`src/rtl/enigma_pkg.sv`:
```
// Shared constants for the reflector configuration path: alphabet geometry,
// error codes and the loader state encoding.
package enigma_pkg;

    localparam int N_LETTERS = 26;
    localparam int CHAR_W    = 8;
    localparam int BASE_CHAR = 65;
    localparam int IDX_W     = N_LETTERS * CHAR_W;
    localparam int CNT_W     = 5;

    localparam logic [1:0] ERR_NONE  = 2'd0;
    localparam logic [1:0] ERR_RANGE = 2'd1;
    localparam logic [1:0] ERR_SELF  = 2'd2;
    localparam logic [1:0] ERR_INV   = 2'd3;

    localparam logic [2:0] ST_IDLE   = 3'd0;
    localparam logic [2:0] ST_LOAD   = 3'd1;
    localparam logic [2:0] ST_CHECK  = 3'd2;
    localparam logic [2:0] ST_COMMIT = 3'd3;
    localparam logic [2:0] ST_ERROR  = 3'd4;

    function automatic logic is_letter(input logic [CHAR_W-1:0] c);
        return (c >= CHAR_W'(BASE_CHAR)) && (c <= CHAR_W'(BASE_CHAR + N_LETTERS - 1));
    endfunction

endpackage

```
`src/rtl/refl_pair_check.sv`:
```
// Combinational test of one table index i: flags a letter wired to itself,
// or a pairing that is not reciprocated (table[table[i]] != i).
module refl_pair_check
    import enigma_pkg::*;
(
    input  logic [IDX_W-1:0] shadow,
    input  logic [CNT_W-1:0] i,
    output logic             self_map,
    output logic             not_inv
);

    logic [0:N_LETTERS-1][CHAR_W-1:0] tbl;
    logic [CHAR_W-1:0] ent_i;
    logic [CHAR_W-1:0] ent_m;
    logic [CHAR_W-1:0] want;
    logic [CNT_W-1:0]  m;

    assign tbl = shadow;

    // Explicit mux loops keep the 5-bit indices from ever addressing past entry 25.
    always_comb begin
        ent_i = '0;
        ent_m = '0;
        for (int j = 0; j < N_LETTERS; j++) begin
            if (i == CNT_W'(j)) ent_i = tbl[j];
        end
        m = CNT_W'(ent_i - CHAR_W'(BASE_CHAR));
        for (int j = 0; j < N_LETTERS; j++) begin
            if (m == CNT_W'(j)) ent_m = tbl[j];
        end
        want     = CHAR_W'(BASE_CHAR) + CHAR_W'(i);
        self_map = (m == i);
        not_inv  = (ent_m != want);
    end

endmodule

```
`src/rtl/reflector_cfg_loader.sv`:
```
// Loads a 26-letter reflector wiring from a byte stream, validates it, and
// publishes it on idx_out with a set pulse only when the whole table is legal.
//
// state  | meaning
// IDLE   | waiting for cfg_start
// LOAD   | accepting bytes into the shadow buffer
// CHECK  | verifying one index per cycle (self-map, then involution)
// COMMIT | copy shadow to idx_out, pulse set and done
// ERROR  | pulse done, raise err with the captured code
module reflector_cfg_loader
    import enigma_pkg::*;
(
    input  logic               clk,
    input  logic               reset_n,
    input  logic               cfg_start,
    input  logic               cfg_valid,
    input  logic [CHAR_W-1:0]  cfg_din,
    output logic               cfg_ready,
    output logic               set,
    output logic [IDX_W-1:0]   idx_out,
    output logic               busy,
    output logic               done,
    output logic               err,
    output logic [1:0]         err_code
);

    logic [2:0]                       state;
    logic [CNT_W-1:0]                 count;
    logic [0:N_LETTERS-1][CHAR_W-1:0] shadow_q;
    logic [1:0]                       pend_code;
    logic                             self_map;
    logic                             not_inv;

    refl_pair_check u_pair_check (
        .shadow   (shadow_q),
        .i        (count),
        .self_map (self_map),
        .not_inv  (not_inv)
    );

    assign busy = (state == ST_LOAD) || (state == ST_CHECK) || (state == ST_COMMIT);

    always_ff @(posedge clk or negedge reset_n) begin
        if (!reset_n) begin
            state     <= ST_IDLE;
            count     <= '0;
            shadow_q  <= '0;
            idx_out   <= '0;
            set       <= 1'b0;
            done      <= 1'b0;
            err       <= 1'b0;
            err_code  <= ERR_NONE;
            pend_code <= ERR_NONE;
            cfg_ready <= 1'b0;
        end else begin
            set  <= 1'b0;
            done <= 1'b0;
            case (state)
                ST_IDLE: begin
                    // done high means the previous load is finishing this cycle
                    if (cfg_start && !done) begin
                        state     <= ST_LOAD;
                        count     <= '0;
                        err       <= 1'b0;
                        err_code  <= ERR_NONE;
                        cfg_ready <= 1'b1;
                    end
                end
                ST_LOAD: begin
                    if (cfg_valid && cfg_ready) begin
                        if (!is_letter(cfg_din)) begin
                            state     <= ST_ERROR;
                            pend_code <= ERR_RANGE;
                            cfg_ready <= 1'b0;
                        end else begin
                            for (int j = 0; j < N_LETTERS; j++) begin
                                if (count == CNT_W'(j)) shadow_q[j] <= cfg_din;
                            end
                            if (count == CNT_W'(N_LETTERS - 1)) begin
                                state     <= ST_CHECK;
                                count     <= '0;
                                cfg_ready <= 1'b0;
                            end else begin
                                count <= count + 1'b1;
                            end
                        end
                    end
                end
                ST_CHECK: begin
                    if (self_map) begin
                        state     <= ST_ERROR;
                        pend_code <= ERR_SELF;
                    end else if (not_inv) begin
                        state     <= ST_ERROR;
                        pend_code <= ERR_INV;
                    end else if (count == CNT_W'(N_LETTERS - 1)) begin
                        state <= ST_COMMIT;
                    end else begin
                        count <= count + 1'b1;
                    end
                end
                ST_COMMIT: begin
                    idx_out <= shadow_q;
                    set     <= 1'b1;
                    done    <= 1'b1;
                    state   <= ST_IDLE;
                end
                ST_ERROR: begin
                    done     <= 1'b1;
                    err      <= 1'b1;
                    err_code <= pend_code;
                    state    <= ST_IDLE;
                end
                default: state <= ST_IDLE;
            endcase
        end
    end

endmodule

```
`config.mk`:
```
export PLATFORM = sky130hd
export DESIGN_NAME = reflector_cfg_loader
export DESIGN_NICKNAME = d
export VERILOG_FILES = /design/src/rtl/enigma_pkg.sv /design/src/rtl/refl_pair_check.sv /design/src/rtl/reflector_cfg_loader.sv
export SDC_FILE = /design/constraint.sdc
export NUM_CORES = 1
export LEC_CHECK = 0
export CORE_MARGIN = 4
export CORE_UTILIZATION = 55
export DETAILED_ROUTE_END_ITERATION = 7
export GPL_TIMING_DRIVEN = 0
export PLACE_DENSITY = 0.76
export SYNTH_ARGS = -nofsm -noshare
export SYNTH_HDL_FRONTEND = slang
export SYNTH_SLANG_ARGS = --single-unit
```
`constraint.sdc`:
```
create_clock -name clk -period 6.1 [get_ports clk]
set_input_delay 1.22 -clock clk [delete_from_list [all_inputs] [get_ports clk]]
set_output_delay 1.22 -clock clk [all_outputs]
set_load 0.005 [all_outputs]
```
==> flow_metrics.tcl, run 1 <==
set metrics [dict create \
    synth.most_common_cell "nand2_1" \
    drt-met1-wl_mm 36.5 \
    dp_slack_ns -3.31 \
    synth_area_per_cell_um2 9.17 \
    layout-drive-gt1-share 0.196 \
    fin_crit_ns 6.23 \
    place_congestion 1.08 \
    postPlaceCellArea_um2 24500 \
    netlist_instances 2344 \
    yosysUniqueCellTypes 98 \
    drt-total-wl_mm 106 \
    hpwlAfterDp_mm 75.2 \
    cp_top_family "compound AO/OA/AOI/OAI gates" \
    ant_nets 0 \
    tritoncts "done" \
    grt_pass1_vias 21665 \
    maxCapViolCount 0 \
    track_usage 0.491 \
    cp_slowest_cell "dfrtp_1" \
    final_max_slew_viol_count 0 \
    fin_setup_tns_ns -0.629 \
    die_width_um 206 \
    top_layer "met5" \
    start_util 0.556 \
    finalNetCount 2712 \
    post_drt_wl_per_cell_um 32.6 \
    ios 227 \
    grt_start_max_net_pins 134 \
    yosysTopAreaCell "dfrtp_1" \
    setup.worst_path.class "flop to flop" \
    fin_skew_ns 0.0327 \
    met2_wirelength_mm 44.8 \
    grt.overflow.total 0 \
    crit_path_cell_trace "buf_2, buf_4, inv_1, ha_4, a221oi_2, o311a_1, o211a_1, o21ai_4, inv_4, ha_4, buf_8, clkbuf_8, buf_6, nand2_1, o21bai_2, a31oi_1, nand3b_1, nor2_1, a2111oi_2, nand4_1, buf_4, nor4_4, nor2_1, o32a_1" \
    first_pass_iters 8 \
    h-tree-depth 2 \
    maxSlewHeadroom 0.0337 \
    setup_viol 9 \
    wl_met3_mm 13.8 \
    io_buffers 221 \
    path_buf_inv 8 \
    synth_edf_count 0 \
    ys_ff_latch 432 \
    ys_seq_area_frac 0.503 \
    worstMarginPinSlew_ns 1.45 \
    root_buffer "clkbuf_16" \
    crit_fanout 10 \
    via_per_inst 6.92 \
    startpoint_type "flop" \
    synth_nets 2366 \
    max_stage_delay_ns 0.53 \
    die_h_um 206 \
    synth_top_area_share 0.503 \
    hold_violations 0 \
    drcViolationCount 24 \
    clk_path_buf_depth 3 \
    violations "DRC, setup timing" \
    numCtsBuffers 42 \
    grt_pass1_wl_mm 149 \
    endpoint_kind "flop" \
    fin_crit_sh 1.02 \
    synth_warnings 0 \
    status "finished, violations left" \
    synthTopCellsByCount "660 x nand2_1, 432 x dfrtp_1, 114 x o21ai_0, 112 x mux2_2, 108 x clkbuf_1" \
    drt_iter0_markers 3467 \
    cp_data_required_time_ns 6.57 \
    syn2layout_area_growth_pct 30.7 \
    clock_sinks 432 \
    antenna_found_initial 7 \
    synth_area_um2 21500 \
    clk_latency_ns 0.61 \
    worst_slack_ns -0.131 \
    synthFlopType "dfrtp_1" \
    num_vias 22445 \
    cts_hold_buf 0 \
    std_cell_rows 72 \
    die-area_um2 42300 \
    cp_data_arrival_time_ns 6.70 \
    async_flop_share 1.00 \
    fmaxAchievable_mhz 160 \
    core_area_um2 38600 \
    clkTransAtPathRegs_ns 0.06 \
    design_area_um2 28100 \
    worstHoldPathType "flop to flop" \
    synth_area_leaders "dfrtp_1 50%, nand2_1 12%, mux2_2 5.9%" \
]
## layout make-up
class	instances	area [µm²]
diodes	5	12.5
plain buffers	155	1120
clock buffers	59	1200
clock inverters	16	234
fillers	2535	10500
inverters	56	233
multi-input cells	1697	10800
flip-flops and latches	432	10800
well taps	518	648
repair buffers	306	2990
## worst paths after layout
path                                         startpoint                  endpoint  slack, ns  depth (start not counted)
worst max-delay path               count[4]$_DFFE_PN0P_  pend_code[0]$_DFFE_PN0P_      -0.13                         24
worst min-delay path            idx_out[81]$_DFFE_PN0P_   idx_out[81]$_DFFE_PN0P_       0.48                          2
worst max register to register     count[4]$_DFFE_PN0P_  pend_code[0]$_DFFE_PN0P_      -0.13                         24
worst min register to register  idx_out[81]$_DFFE_PN0P_   idx_out[81]$_DFFE_PN0P_       0.48                          2
max in group asynchronous                       reset_n            done$_DFF_PN0_       3.95                          3
min in group asynchronous                       reset_n  idx_out[192]$_DFFE_PN0P_       0.61                          1
## registers in the layout, indices dropped and copies added, names as in the netlist, 2 cells and up
name / cells
shadow_q: 208
pend_code: 2
idx_out: 208
err_code: 2
count: 5
state: 3
## per-stage QoR
stage | hold slack [ns] | std cells | util
3_5_place_dp | 0.462 | 3086 | 0.633
3_3_place_gp | 0.458 | 3083 | 0.630
5_1_grt | 0.498 | 3239 | 0.727
6_report | 0.476 | 3244 | 0.727
4_1_cts | 0.477 | 3197 | 0.706
2_1_floorplan | 0.433 | 2344 | -
## worst min-delay path: cells and delay by family (launching register included)
| family | cells | cell delay, ns |
|---|---|---|
| AND/OR/NAND/NOR | 2 | 0.10 |
| flip-flops | 1 | 0.34 |
## placed cells by master, fill, tap and decap left out, types with 47 or more instances in the layout
cell and n:
clkdlybuf4s50_1 220, clkbuf_1 79, nand2_1 656, nor2_1 93, dfrtp_1 428, mux2_2 112, a21oi_1 93, o21ai_0 104
nor2b_1 48, buf_4 83, inv_1 47
## cells by family after synthesis
kind of cell    after synthesis  synth area share
simple gates               1070             0.228
compound gates              494             0.156
flops                       432             0.503
buf+inv                     215            0.0432
mux                         116            0.0606
fa+ha+maj                    10           0.00582
xor+xnor                      7           0.00349
## what timing repair did
| item | 4_1_cts | 5_1_grt |
|---|---|---|
| cloned | 0 | 1 |
| resized for setup | 268 | 115 |
| pin swaps | 35 | 43 |
| buffers inserted | 38 | 42 |
| endpoints found under the setup margin | 10 | 10 |
## layer usage
layer  vias up  GRT usage
met5         -     0.0119
met4         7      0.344
met3       613      0.177
met2      2003      0.724
met1     10938      0.600
li1       8884          -
Power of run 1 is left out: the tool's default activity adds up to more than one toggle a clock period on the data nets, which glitch-free logic cannot reach.
==> inputs of run 2 (changes only) <==
--- a/config.mk
+++ b/config.mk
@@ -5,6 +5,7 @@
 export SDC_FILE = /design/constraint.sdc
 export NUM_CORES = 1
 export LEC_CHECK = 0
+export ABC_CLOCK_PERIOD_IN_PS = 6100
 export CORE_MARGIN = 4
 export CORE_UTILIZATION = 55
 export DETAILED_ROUTE_END_ITERATION = 7
==> results of run 2 <==
Final layout, timing and power as in run 1 (identical DEF).
Power of run 2 is left out for the same reason.
